==> config.mk <==
export PLATFORM = sky130hd
export DESIGN_NAME = button_events
export DESIGN_NICKNAME = d
export VERILOG_FILES = /design/src/rtl/button_events_pkg.sv /design/src/rtl/button_events.sv
export SDC_FILE = /design/constraint.sdc
export NUM_CORES = 1
export LEC_CHECK = 0
export ABC_AREA = 1
export CAP_MARGIN = 20
export CORE_MARGIN = 5
export CORE_UTILIZATION = 30
export CTS_CLUSTER_DIAMETER = 30
export CTS_CLUSTER_SIZE = 8
export DETAILED_ROUTE_END_ITERATION = 16
export MAX_ROUTING_LAYER = met4
export PLACE_DENSITY_LB_ADDON = 0.05
export RECOVER_POWER = 25
export SLEW_MARGIN = 20
export SYNTH_ARGS = -nofsm -noshare
export SYNTH_HDL_FRONTEND = slang
export SYNTH_SLANG_ARGS = --single-unit
==> constraint.sdc <==
create_clock -name clk -period 1.67 [get_ports clk]
set_input_delay 0.334 -clock clk [delete_from_list [all_inputs] [get_ports clk]]
set_output_delay 0.334 -clock clk [all_outputs]
set_load 0.02 [all_outputs]
==> src/rtl/button_events_pkg.sv <==
// button_events_pkg: state encoding and counter sizing shared by button_events.
package button_events_pkg;
  typedef enum logic [2:0] {WAIT_REL, IDLE, PRESS1, GAP, PRESS2, HELD} btn_state_t;
  function automatic int cnt_width(input int a, input int b, input int c);
    int m;
    m = (a > b) ? a : b;
    m = (m > c) ? m : c;
    return (m < 2) ? 1 : $clog2(m + 1);
  endfunction
endpackage

==> src/rtl/button_events.sv <==
// button_events: turns a debounced button level into press/release/click/double/long/repeat pulses.
module button_events
  import button_events_pkg::*;
#(
  parameter logic PRESSED_LEVEL     = 1'b0,
  parameter int   LONG_COUNTS       = 50_000_000,
  parameter int   REPEAT_COUNTS     = 10_000_000,
  parameter int   DOUBLE_GAP_COUNTS = 15_000_000
) (
  input  logic clk,
  input  logic rst_n,
  input  logic level,
  output logic press_pulse,
  output logic release_pulse,
  output logic click_pulse,
  output logic double_pulse,
  output logic long_pulse,
  output logic repeat_pulse,
  output logic held
);
  localparam int CW = cnt_width(LONG_COUNTS, REPEAT_COUNTS, DOUBLE_GAP_COUNTS);
  localparam logic [CW-1:0] LONG_LAST = CW'(LONG_COUNTS - 1);
  localparam logic [CW-1:0] GAP_LAST  = CW'(DOUBLE_GAP_COUNTS - 1);
  localparam logic [CW-1:0] REP_LAST  = (REPEAT_COUNTS == 0) ? '0 : CW'(REPEAT_COUNTS - 1);
  btn_state_t    r_state;
  logic [CW-1:0] r_cnt;
  logic          w_pressed;
  logic [CW-1:0] w_cnt_inc;
  assign w_pressed = level == PRESSED_LEVEL;
  assign w_cnt_inc = (&r_cnt) ? r_cnt : r_cnt + CW'(1);
  assign held      = r_state == HELD;
  // counter is cleared on every transition so each state times from its own entry
  always_ff @(posedge clk) begin
    if (!rst_n) begin
      r_state       <= WAIT_REL;
      r_cnt         <= '0;
      press_pulse   <= 1'b0;
      release_pulse <= 1'b0;
      click_pulse   <= 1'b0;
      double_pulse  <= 1'b0;
      long_pulse    <= 1'b0;
      repeat_pulse  <= 1'b0;
    end else begin
      press_pulse   <= 1'b0;
      release_pulse <= 1'b0;
      click_pulse   <= 1'b0;
      double_pulse  <= 1'b0;
      long_pulse    <= 1'b0;
      repeat_pulse  <= 1'b0;
      r_cnt         <= w_cnt_inc;
      case (r_state)
        WAIT_REL: begin
          r_cnt <= '0;
          if (!w_pressed) r_state <= IDLE;
        end
        IDLE: begin
          r_cnt <= '0;
          if (w_pressed) begin
            r_state     <= PRESS1;
            press_pulse <= 1'b1;
          end
        end
        PRESS1, PRESS2: begin
          if (!w_pressed) begin
            r_state       <= (r_state == PRESS1) ? GAP : IDLE;
            r_cnt         <= '0;
            release_pulse <= 1'b1;
          end else if (r_cnt == LONG_LAST) begin
            r_state    <= HELD;
            r_cnt      <= '0;
            long_pulse <= 1'b1;
          end
        end
        GAP: begin
          if (w_pressed) begin
            r_state      <= PRESS2;
            r_cnt        <= '0;
            press_pulse  <= 1'b1;
            double_pulse <= 1'b1;
          end else if (r_cnt == GAP_LAST) begin
            r_state     <= IDLE;
            r_cnt       <= '0;
            click_pulse <= 1'b1;
          end
        end
        HELD: begin
          if (!w_pressed) begin
            r_state       <= IDLE;
            r_cnt         <= '0;
            release_pulse <= 1'b1;
          end else if (REPEAT_COUNTS != 0 && r_cnt == REP_LAST) begin
            r_cnt        <= '0;
            repeat_pulse <= 1'b1;
          end
        end
        default: begin
          r_state <= WAIT_REL;
          r_cnt   <= '0;
        end
      endcase
    end
  end
endmodule

======== Word level (Yosys, flattened, before mapping) ========
Cells that the tools add are included.
storage, ports and cells
  input port bits ......................... 3
  register bits ........................... 35
operators by class
  bitwise gates (word level) .............. 3
  multiplexer cells ....................... 21
  equality and inequality tests ........... 12
  add/sub/neg operators ................... 1
  reductions and logical operators ........ 13
operators with widths
  cell                                                   count
  two-way mux 26 bit                                     7
  one-hot mux 26 bit (3 select lines)                    1
  equality test 26 x 24 -> 1 bit, second input constant  2
  adder 26 x 1 -> 26 bit, second input constant          1
  equality test 26 bit, second input constant            1
  AND reduction 26 bit                                   1
  two-way mux 3 bit                                      6
  one-hot mux 3 bit (4 select lines)                     1
  OR reduction 3 bit                                     3
  equality test 3 x 2 -> 1 bit, second input constant    2
  equality test 3 bit, second input constant             2
  inequality test 3 bit, second input constant           2
  AND reduction 2 bit                                    3
  OR reduction 2 bit                                     3
  two-way mux 1 bit                                      5
  AND reduction 4 bit                                    1
  equality test 3 x 1 -> 1 bit, second input constant    1
  logical NOT 3 bit                                      1
  inverter 1 bit                                         3
  AND reduction 3 bit                                    1
  two-way mux 2 bit                                      1
  inequality test 2 x 1 -> 1 bit, second input constant  1
  inequality test 2 bit, second input constant           1

======== Depth between registers and ports, before layout ========
Gate-level depths: netlist of the first run.
  depth after elaboration ................. 5
  mapped depth ............................ 12
  mapped depth without buffers ............ 11

======== Least setup slack after synthesis of the first run ========
OpenSTA, ideal clock, no wires.
  kind .................................... reg-to-reg
  start point ............................. register r_cnt[0]
  end point ............................... register r_cnt[15]
  arrival ................................. 1.508 ns
  slack ................................... 0.047 ns
  stages on the path, launching flop included .. 11
  library setup time ...................... 0.114 ns
  buffers on the path ..................... 1
  data required time ...................... 1.556 ns
  clock period less this slack ............ 1.623 ns
  cell sequence ........................... dfxtp_1 -> ha_1 -> nand2_2 -> nand3b_1 -> nor2_1 -> nand2_1 -> nand2_1 -> nand3_2 -> nand2_2 -> buf_6 -> nor2_1
between the ends
  word-level cells in the longest chain between the ends .. 5
  elaborated cells on any way between the ends .. 13
  classes of those cells .................. add/sub: 1; eq/ne: 3; mux: 8; reduce/logical: 1
ends and longest elaborated chain
  item                                                            RTL line                                                       text
  from (decl)                                                     button_events.sv:26                                            logic [CW-1:0] r_cnt;
  from (signal assigned)                                          button_events.sv:50                                            r_cnt <= w_cnt_inc;
  adder 26 x 1 -> 26 bit or AND reduction 26 bit (tied branches)  button_events.sv:30                                            assign w_cnt_inc = (&r_cnt) ? r_cnt : r_cnt + CW'(1);
  two-way mux 26 bit                                              button_events.sv:30
  two-way mux 26 bit (on tied branches)                           button_events.sv:91, button_events.sv:68, button_events.sv:80
  two-way mux 26 bit (on tied branches)                           button_events.sv:87, button_events.sv:64, button_events.sv:75
  one-hot mux 26 bit (3 select lines) (*)                         button_events.sv:51                                            case (r_state)
Mark *: on every way between the ends. The rest lies on a longest branch, timed or not.
A chain may end at the register's enable or synchronous reset.

======== Worst setup path after layout of the first run ========
  start point ............................. register r_cnt[1]
  end point ............................... register r_cnt[1]
Same word-level chain as after synthesis.

==> results of run 1 <==
## final timing paths
path                                 start          end  slack [ps]  cells after the start
worst max register to register    r_cnt[1]     r_cnt[1]          40                      9
worst min-delay path            r_state[2]  press_pulse         510                      1
worst max-delay path              r_cnt[1]     r_cnt[1]          40                      9
worst min register to register  r_state[2]  press_pulse         510                      1
## cell type report
class | count | area [um^2] | share of cell area
timing repair buffer | 78 | 640.6 | 0.1951
clock buffer | 6 | 72.57 | 0.02210
tap | 99 | 123.9 | 0.03773
clock inverter | 2 | 60.06 | 0.01829
inverter | 60 | 227.7 | 0.06936
sequential | 35 | 715.7 | 0.2180
multi-input combinational | 265 | 1443 | 0.4394
## cells by family after synthesis
family,count (synthesis)
xor+xnor,10
buf+inv,66
fa+ha+maj,2
simple gates,238
flops,35
compound gates,15
## flip-flops by register name, indices dropped and copies added (netlist names)
register	cells
release_pulse	1
double_pulse	1
r_state	3
press_pulse	1
click_pulse	1
r_cnt	26
long_pulse	1
repeat_pulse	1
## through the flow
stage	cells	worst slack (ps)
finish	545	38.02
global route	545	-103.5
CTS	545	7.771
detailed placement	534	-111.7
global placement	534	-91.24
floorplan	366	47.44
## routing by layer
metal | vias up | GRT usage
met3 | 14 | 0.03094
met5 | - | -
li1 | 1304 | -
met4 | 0 | 0.05292
met1 | 1116 | 0.2213
met2 | 73 | 0.2399
## power groups by stage
stage | clock network, mW | registers, mW | logic [mW]
finish | 0.943 | 0.927 | 0.736
global route | 1.01 | 0.936 | 0.817
CTS | 0.971 | 0.923 | 0.695
detailed placement | 0 | 0.941 | 0.692
global placement | 0 | 0.941 | 0.700
floorplan | 0 | 0.945 | 0.413
## worst max-delay path, delay by kind of cell (launching register included)
| kind | cells | cell delay [ps] |
|---|---|---|
| and+or+nand+nor | 7 | 950 |
| AOI/OAI and AO/OA | 1 | 50 |
| DFF | 1 | 360 |
| adders and majority gates | 1 | 170 |
## cells in the final DEF (no fill, tap or decap), types with 3 or more instances in the layout
cell type / count
sky130_fd_sc_hd__a21oi_1: 4
sky130_fd_sc_hd__buf_4: 63
sky130_fd_sc_hd__buf_6: 3
sky130_fd_sc_hd__clkbuf_8: 5
sky130_fd_sc_hd__clkdlybuf4s50_1: 7
sky130_fd_sc_hd__dfxtp_1: 23
sky130_fd_sc_hd__dfxtp_2: 12
sky130_fd_sc_hd__inv_1: 57
sky130_fd_sc_hd__nand2_1: 73
sky130_fd_sc_hd__nand2_2: 9
sky130_fd_sc_hd__nand2_4: 4
sky130_fd_sc_hd__nand3_1: 29
sky130_fd_sc_hd__nand3_2: 7
sky130_fd_sc_hd__nand4_1: 11
sky130_fd_sc_hd__nor2_1: 70
sky130_fd_sc_hd__nor2_2: 6
sky130_fd_sc_hd__nor2_4: 7
sky130_fd_sc_hd__nor3_1: 9
sky130_fd_sc_hd__nor3_2: 3
sky130_fd_sc_hd__nor4_1: 3
sky130_fd_sc_hd__o21ai_0: 4
sky130_fd_sc_hd__o21ai_2: 3
sky130_fd_sc_hd__xor2_1: 10
## repair_timing
action                     4_1_cts  5_1_grt
buffers inserted                 3        0
gates resized for setup         16       38
pin swaps                        6       16
setup endpoints to repair       30       31
==> flow_summary_export.csv, run 1 <==
group,metric,value,unit
run_status,status,"finished clean",
synth,yosysSeqAreaShare,0.3087,
grt,global_route_wire_length_before_repair,12010,um
die,dieHeight,96.98,um
sta,highest_attainable_clock_frequency,612.8,MHz
drt,route.detailed.vias_per_inst,4.600,
sta,slew-limit-headroom,0.7344,
synth,ys_top_cells_by_area,"sky130_fd_sc_hd__dfxtp_1 31%, sky130_fd_sc_hd__nand2_1 13%, sky130_fd_sc_hd__nor2_1 13%",
place,buffer_ports.inserted,9,
place,finalWeightedCongestion,0.8562,
sta,hold_viol,0,
grt,number_of_antenna_violations_at_the_first_check_in_global_routing,0,
drt,wirelength,7112,um
clocking,clock_tree.buffer_depth,2,
critical_path,worst-path-max-fanout,8,
clocking,cts_htree_levels,2,
synth,synthAdderAreaFrac,0.01103,
cells_and_area,design_area,0.003283,mm^2
clocking,cts-root-buf,"sky130_fd_sc_hd__clkbuf_8",
synth,synth.mux.area_fraction,0,
grt,grt_max_degree,12,
die,design.die.area,0.009405,mm^2
sta,finalSetupViolCount,0,
synth,synth_nets,371,
pwr,switching_share,0.3146,
critical_path,end_kind,"register",
clocking,clock_sinks,35,
pwr,power.combinational.fraction,0.282,
critical_path,critical_path.max_stage_delay,360,ps
cells_and_area,areaGrowthSynthToFinish,44.65,%
pwr,switching_power,0.8194,mW
critical_path,critical-path-slowest-cell,"sky130_fd_sc_hd__dfxtp_2",
synth,postSynthCellCount,366,
drt,detailroute.wirelength.met3,384,um
grt,grt_overflow,0,
sta,finalWorstPathRequiredPeriod,1632,ps
sta,worst_tran_pin_value,394.8,ps
sta,fin_tns_setup,0,ps
cells_and_area,fill_cell_instance_count_of_the_final_layout,822,
worst_hold_path,hold_path.class,"register to register",
drt,routed_length_on_met1,3453,um
synth,yosysWarnings,0,
synth,synth.distinct_cells,29,
cells_and_area,final_net_count,450,
pwr,vdd_drop_max,310.0,uV
sta,crit_share_post_route,0.9772,
synth,postSynthAreaPerCell,6.201,um^2
sta,count_of_final_max_slew_check_failures,0,
critical_path,crit_chain,"ha_4, nand2_4, nor2_4, nand2_4, nor2_8, nand3_4, or2_4, o21ai_2, nor2_1",
pwr,proportion_of_power_drawn_by_the_clock_network,0.362,
synth,netlist.area_leader.share,0.3087,
die,floorplan.rows,31,
sta,finClkSkew,6.852,ps
synth,post_synth_xor_area_fraction,0.03859,
run,maxCapViolations,0,
drt,detail_route.wl_per_cell,13.05,um
sta,setup_repair_after_global_routing_missed_its_margin,"yes",
synth,synth-seq-cells,35,
pwr,internal_power,1.785,mW
clocking,cts-buffers-inserted,5,
synth,synth_enable_flop_cells,0,
sta,fin_hold_ws,514.7,ps
pwr,power.density_cell_area,793.4,mW/mm^2
drt,first_pass_iters,5,
clocking,cts_tree,"done",
synth,combinational_family_with_the_most_area_after_synthesis,"simple AND/OR/NAND/NOR gates",
synth,async_reset_ff_frac,0,
critical_path,critPathMostFrequentCell,"sky130_fd_sc_hd__nand2_4",
synth,yosysMostFrequentCell,"sky130_fd_sc_hd__nand2_1",
synth,post-synth-top-area-cell,"sky130_fd_sc_hd__dfxtp_1",
clocking,ctsHoldBuffers,0,
cells_and_area,n_antenna_cell,0,
pwr,share_seq_of_total_power,0.356,
place,dpl-instance-area,0.002957,mm^2
die,initial_core_util,0.3113,
drt,remaining_drc_errors,0,
clocking,worstSkewPairLatency,300,ps
die,placeableCoreArea,0.007292,mm^2
cells_and_area,drive_above_1_share,0.3049,
die,design.portCount,10,
pwr,power_consumption,2.605,mW
grt,gr-usage-all-layers,0.1620,
drt,num_vias,2507,
clocking,clkTransAtPathRegs,80,ps
synth,synth-compound-area-share,0.03859,
die,fp.dieW,96.98,um
grt,grt_pass1_vias,2394,
synth,ys_top_cells_by_count,"79 x sky130_fd_sc_hd__nand2_1, 76 x sky130_fd_sc_hd__nor2_1, 57 x sky130_fd_sc_hd__inv_1",
synth,synthSimpleGateAreaFrac,0.4829,
synth,synth_cell_area,0.002270,mm^2
critical_path,setup.worst_path.start_class,"register",
critical_path,worstSetupPathType,"register to register",
drt,initialDrtViolationCount,156,
place,detailedPlacementHpwl,5758,um
pwr,p_leak,1.443,nW
cells_and_area,finalCoreUtilization,0.4502,
drt,highest_layer,"met4",
critical_path,crit_required,1870,ps
drt,antenna_left,0,
synth,ys_dominant_reg_cell,"sky130_fd_sc_hd__dfxtp_1",
drt,routed-wl-met2,3147,um
critical_path,critical_path_arrival,1830,ps
Power figures use the tool's default switching activity.
==> inputs of run 2 (changes only) <==
MAX_ROUTING_LAYER = unset   (was met4)
SETUP_SLACK_MARGIN = 0.15   (was unset)
==> run 2 against run 1 <==
  * The run now ends with negative setup slack left
  * Sequential cell count unchanged
  * Worst hold slack about the same
  * Clock skew increased by 11 ps
==> flow_summary_export.csv, run 2 (same netlist as run 1, synthesis figures left out) <==
group,metric,value,unit
die,design.portCount,10,
sta,timing.final.ws_setup,-43.70,ps
place,detailedPlacementHpwl,5847,um
pwr,share_seq_of_total_power,0.351,
sta,hold_viol,0,
grt,grt_overflow,0,
drt,detail_route.wl_per_cell,14.30,um
critical_path,worstSetupPathType,"register to register",
cells_and_area,top_regs,"r_cnt x26, r_state x3",
clocking,cts_htree_levels,2,
clocking,clkTransAtPathRegs,90,ps
pwr,power.density_cell_area,756.6,mW/mm^2
worst_hold_path,hold_path.class,"register to register",
drt,highest_layer,"met4",
run_status,status,"finished, violations left",
pwr,proportion_of_power_drawn_by_the_clock_network,0.258,
cells_and_area,stdcell_count,563,
die,floorplan.rows,31,
place,buffer_ports.inserted,9,
place,dpl-instance-area,0.003012,mm^2
sta,finalWorstPathRequiredPeriod,1714,ps
run_status,violations,"negative setup slack",
sta,setup_repair_after_global_routing_missed_its_margin,"yes",
clocking,worstSkewPairLatency,300,ps
critical_path,critical_path_arrival,1900,ps
run,maxCapViolations,0,
sta,crit_share_post_route,1.026,
sta,count_of_final_max_slew_check_failures,0,
pwr,power.combinational.fraction,0.391,
clocking,cts_tree,"done",
critical_path,end_kind,"register",
clocking,clock_tree.buffer_depth,2,
cells_and_area,n_antenna_cell,0,
pwr,p_leak,1.530,nW
critical_path,worst-path-max-fanout,5,
pwr,internal_power,1.613,mW
critical_path,setup.worst_path.start_class,"register",
place,inst_count_dp,540,
drt,route.detailed.vias_per_inst,4.670,
drt,first_pass_iters,4,
clocking,cts-buffers-inserted,5,
sta,slew-limit-headroom,0.7560,
sta,finClkSkew,18.11,ps
grt,number_of_antenna_violations_at_the_first_check_in_global_routing,0,
clocking,clock_sinks,35,
die,initial_core_util,0.3113,
die,dieHeight,96.98,um
die,design.die.area,0.009405,mm^2
sta,worst_tran_pin_value,362.7,ps
cells_and_area,final_net_count,469,
critical_path,critical-path-slowest-cell,"sky130_fd_sc_hd__dfxtp_2",
critical_path,crit_chain,"ha_4, buf_4, nand3_1, nor2_2, nand3_1, nand2_2, nand3_4, buf_6, nand2_4, nor2_1",
clocking,cts-root-buf,"sky130_fd_sc_hd__clkbuf_8",
place,finalWeightedCongestion,0.8703,
sta,finalSetupViolCount,19,
cells_and_area,drive_above_1_share,0.3491,
cells_and_area,layout.cells.most_common_list,"72 x sky130_fd_sc_hd__nor2_1, 72 x sky130_fd_sc_hd__buf_4, 69 x sky130_fd_sc_hd__nand2_1",
grt,global_route_wire_length_before_repair,13040,um
drt,routed_length_on_met1,3679,um
die,placeableCoreArea,0.007292,mm^2
cells_and_area,largest_reg_flops,26,
drt,num_vias,2629,
pwr,switching_share,0.3865,
critical_path,crit_required,1850,ps
grt,grt_max_degree,11,
drt,routed-wl-met2,3762,um
drt,wirelength,8049,um
critical_path,critPathMostFrequentCell,"sky130_fd_sc_hd__nand3_1",
cells_and_area,top_register,"r_cnt",
drt,antenna_left,0,
grt,grt_pass1_vias,2602,
grt,gr-usage-all-layers,0.1745,
sta,highest_attainable_clock_frequency,583.5,MHz
pwr,switching_power,1.016,mW
drt,initialDrtViolationCount,156,
cells_and_area,design_area,0.003475,mm^2
die,fp.dieW,96.98,um
pwr,vdd_drop_max,331.8,uV
drt,remaining_drc_errors,0,
drt,detailroute.wirelength.met3,361,um
critical_path,critical_path.max_stage_delay,360,ps
cells_and_area,areaGrowthSynthToFinish,53.09,%
==> run 2: critical path, delay by kind of cell (launching register included) <==
family	cells	cell delay, ps
buf+inv	2	260
fa+ha+maj	1	160
flops	1	360
simple gates	7	810
==> run 2: final cells by class <==
type,count,area [um^2]
clock inverter,1,5.005
sequential,35,711.9
fill,801,3817
tap,99,123.9
inverter,60,239.0
timing repair buffer,93,767.0
clock buffer,6,82.58
multi-input combinational,269,1545
==> run 2: final timing paths <==
path                                  from          end  slack [ps]  depth (start not counted)
worst min-delay path            r_state[2]  press_pulse         510                          1
worst min register to register  r_state[2]  press_pulse         510                          1
worst max register to register    r_cnt[0]    r_cnt[10]         -40                         10
worst max-delay path              r_cnt[0]    r_cnt[10]         -40                         10
==> run 2: power by group through the flow <==
stage | clock [mW] | combinational [mW] | sequential (mW)
6_report | 0.679 | 1.03 | 0.923
5_1_grt | 0.733 | 1.11 | 0.930
4_1_cts | 0.694 | 1.01 | 0.923
3_5_place_dp | 0 | 0.659 | 0.943
3_3_place_gp | 0 | 0.658 | 0.943
2_1_floorplan | 0 | 0.436 | 0.947
==> run 2: routing by layer <==
metal | GRT usage | vias to the layer above
li1 | - | 1349
met1 | 0.2229 | 1192
met3 | 0.04101 | 24
met5 | 0 | -
met2 | 0.2856 | 64
met4 | 0.06263 | 0
==> run 2: what timing repair did <==
item / CTS / global route
resized for setup: 46 / 27
endpoints found under the setup margin: 38 / 32
pin swaps: 9 / 13
gates cloned: 4 / 0
buffers inserted: 8 / 4
hold buffers: 0 / 0
==> run 2: per-stage QoR <==
stage          hold WS, ps  setup WS [ps]    util  power (mW)  setup TNS, ps
2_1_floorplan        469.0          152.5       -       1.383              0
5_1_grt              546.4         -115.9  0.4765       2.774          -2866
6_report             514.7         -43.70  0.4765       2.629         -321.6
3_3_place_gp         510.2         -80.17  0.4130       1.601          -1812
3_5_place_dp         506.7         -136.0  0.4130       1.602          -2883
4_1_cts              518.8          3.846  0.4611       2.629              0
==> inputs of run 3 (changes only) <==
GPL_ROUTABILITY_DRIVEN = 0   (was unset)
==> run 3 against run 2 <==
  * The run still ends with negative setup slack left
  * Worst hold slack lost 44 ps
  * Sequential share of layout area rose by 0.99 points
  * Via count is 1.9% lower
  * Cell count shrank 1.8%
  * Die area stayed put
  * Sequential power grew 0.4%
  * Global-route usage fell by 0.77 points
  * Clock skew down 15 ps
  * Cell area fell by 5.1%
  * Register-to-register slack gained 20 ps
  * First-iteration DRC count grew 5.1%
  * Worst setup slack improved by 22 ps
  * Highest routed layer unchanged
==> flow_summary_export.csv, run 3 (same netlist as run 1, synthesis figures left out) <==
group,metric,value,unit
run_status,status,"finished, violations left",
run_status,violations,"negative setup slack",
grt,grt_pass1_vias,2533,
worst_hold_path,hold_path.class,"register to register",
drt,wirelength,7789,um
sta,fin_tns_setup,-90.54,ps
grt,grt_max_degree,12,
pwr,switching_share,0.3824,
critical_path,critical_path.max_stage_delay,350,ps
clocking,clock_sinks,35,
sta,finClkSkew,3.231,ps
grt,gr-usage-all-layers,0.1668,
pwr,p_leak,1.478,nW
die,design.portCount,10,
die,initial_core_util,0.3113,
grt,grt-busiest-layer,"met2",
clocking,cts-buffers-inserted,5,
sta,crit_share_post_route,1.013,
sta,slew-limit-headroom,0.6239,
cells_and_area,top_regs,"r_cnt x26, r_state x3",
grt,globalRouteMet2Util,0.2792,
critical_path,critical-path-slowest-cell,"sky130_fd_sc_hd__dfxtp_2",
die,fp.dieW,96.98,um
sta,highest_attainable_clock_frequency,591.0,MHz
cells_and_area,mostFrequentLayoutCell,"sky130_fd_sc_hd__nand2_1",
pwr,proportion_of_power_drawn_by_the_clock_network,0.242,
cells_and_area,final_net_count,458,
pwr,internal_power,1.565,mW
cells_and_area,layout.cells.most_common_list,"70 x sky130_fd_sc_hd__nand2_1, 66 x sky130_fd_sc_hd__buf_4, 65 x sky130_fd_sc_hd__nor2_1",
sta,finalSetupViolCount,6,
clocking,cts_htree_levels,2,
run,maxCapViolations,0,
critical_path,timing.critical_path.max_delay_family,"simple AND/OR/NAND/NOR gates",
clocking,cts_tree,"done",
cells_and_area,drive_above_1_share,0.3216,
cells_and_area,fill_cell_instance_count_of_the_final_layout,812,
critical_path,setup.worst_path.start_class,"register",
pwr,switching_power,0.9688,mW
pwr,power.combinational.fraction,0.392,
die,design.die.area,0.009405,mm^2
cells_and_area,top_register,"r_cnt",
pwr,share_seq_of_total_power,0.366,
critical_path,end_kind,"register",
drt,remaining_drc_errors,0,
clocking,clock_tree.buffer_depth,2,
critical_path,worstSetupPathType,"register to register",
critical_path,crit_required,1850,ps
drt,initialDrtViolationCount,164,
critical_path,critical_path_arrival,1880,ps
die,placeableCoreArea,0.007292,mm^2
drt,detail_route.wl_per_cell,14.08,um
die,dieHeight,96.98,um
sta,finalWorstPathRequiredPeriod,1692,ps
grt,global_route_wire_length_before_repair,12690,um
clocking,cts-root-buf,"sky130_fd_sc_hd__clkbuf_8",
sta,worst_tran_pin_value,563.6,ps
grt,grt_util_met1,0.2176,
sta,setup_repair_after_global_routing_missed_its_margin,"yes",
place,detailedPlacementHpwl,5771,um
cells_and_area,areaGrowthSynthToFinish,45.26,%
place,buffer_ports.inserted,9,
pwr,vdd_drop_max,282.5,uV
cells_and_area,largest_reg_flops,26,
grt,grt.met3_usage,0.03094,
cells_and_area,regArea,708.2,um^2
drt,antenna_left,0,
critical_path,worst-path-max-fanout,5,
sta,timing.final.ws_setup,-22.15,ps
clocking,worstSkewPairLatency,290,ps
cells_and_area,area_used_by_multi_input_combinational_logic,0.001494,mm^2
drt,route.detailed.vias_per_inst,4.664,
drt,first_pass_iters,4,
pwr,power_consumption,2.533,mW
cells_and_area,n_antenna_cell,0,
sta,count_of_final_max_slew_check_failures,0,
grt,number_of_antenna_violations_at_the_first_check_in_global_routing,0,
critical_path,critical_path_buf_inv_count,1,
clocking,clkTransAtPathRegs,70,ps
drt,num_vias,2579,
pwr,power.density_cell_area,768.4,mW/mm^2
sta,hold_viol,0,
die,floorplan.rows,31,
grt,grt_overflow,0,
critical_path,crit_chain,"ha_4, nand2_4, nand3b_1, nor2_1, nand2_1, nand2_2, nand3_4, buf_6, nand2_4, nor2_1",
## run 3: worst reg2reg max path, delay by kind of cell (launching register included)
family,cells,cell delay (ps)
adder cells (fa/ha/maj),1,170
AND/OR/NAND/NOR,8,910
buffers and inverters,1,150
flip-flops,1,350
## run 3: stage by stage
stage / util / hold slack, ps / cells / setup slack [ps] / cell area [um^2]
after floorplan: - / 469.0 / 366 / 152.5 / 2305
after global placement: 0.4068 / 511.9 / 534 / -86.06 / 2967
after detailed placement: 0.4068 / 513.2 / 534 / -111.4 / 2967
after CTS: 0.4415 / 470.5 / 551 / -12.78 / 3219
after global routing: 0.4521 / 501.3 / 553 / -146.2 / 3297
final: 0.4521 / 470.3 / 553 / -22.15 / 3297
## run 3: final cells by class
type / instances / share of cell area
multi-input combinational: 268 / 0.4531
inverter: 60 / 0.06983
timing repair buffer: 83 / 0.2000
sequential: 35 / 0.2148
clock inverter: 1 / 0.001518
tap: 99 / 0.03757
clock buffer: 7 / 0.02315
## run 3: path summary, 6_finish.rpt
kind / cells after the start / to / start / slack (ps)
setup / recovery: 10 / r_cnt[6] / r_cnt[0] / -20
hold / removal: 1 / press_pulse / r_state[2] / 470
setup reg to reg: 10 / r_cnt[6] / r_cnt[0] / -20
hold reg to reg: 1 / press_pulse / r_state[2] / 470
## run 3: power groups by stage
stage | clock network (mW) | logic, mW | registers [mW]
5_1_grt | 0.685 | 1.11 | 0.934
3_5_place_dp | 0 | 0.699 | 0.943
2_1_floorplan | 0 | 0.436 | 0.947
3_3_place_gp | 0 | 0.703 | 0.944
6_report | 0.613 | 0.993 | 0.927
4_1_cts | 0.651 | 0.905 | 0.925
## run 3: timing repair
item,CTS,global route
endpoints found under the setup margin,37,32
pin swaps,13,9
setup buffers,7,1
endpoints found under the hold margin,0,0
hold buffers,0,0
gates resized for setup,40,21
gates cloned,2,1
## run 3: per-layer routing
| metal | vias up | part of all wire | wire (um) |
|---|---|---|---|
| met5 | - | 0 | 0 |
| met4 | 0 | 0.025 | 194 |
| met3 | 19 | 0.044 | 342 |
| met2 | 60 | 0.47 | 3645 |
| met1 | 1174 | 0.46 | 3606 |
| li1 | 1326 | - | - |
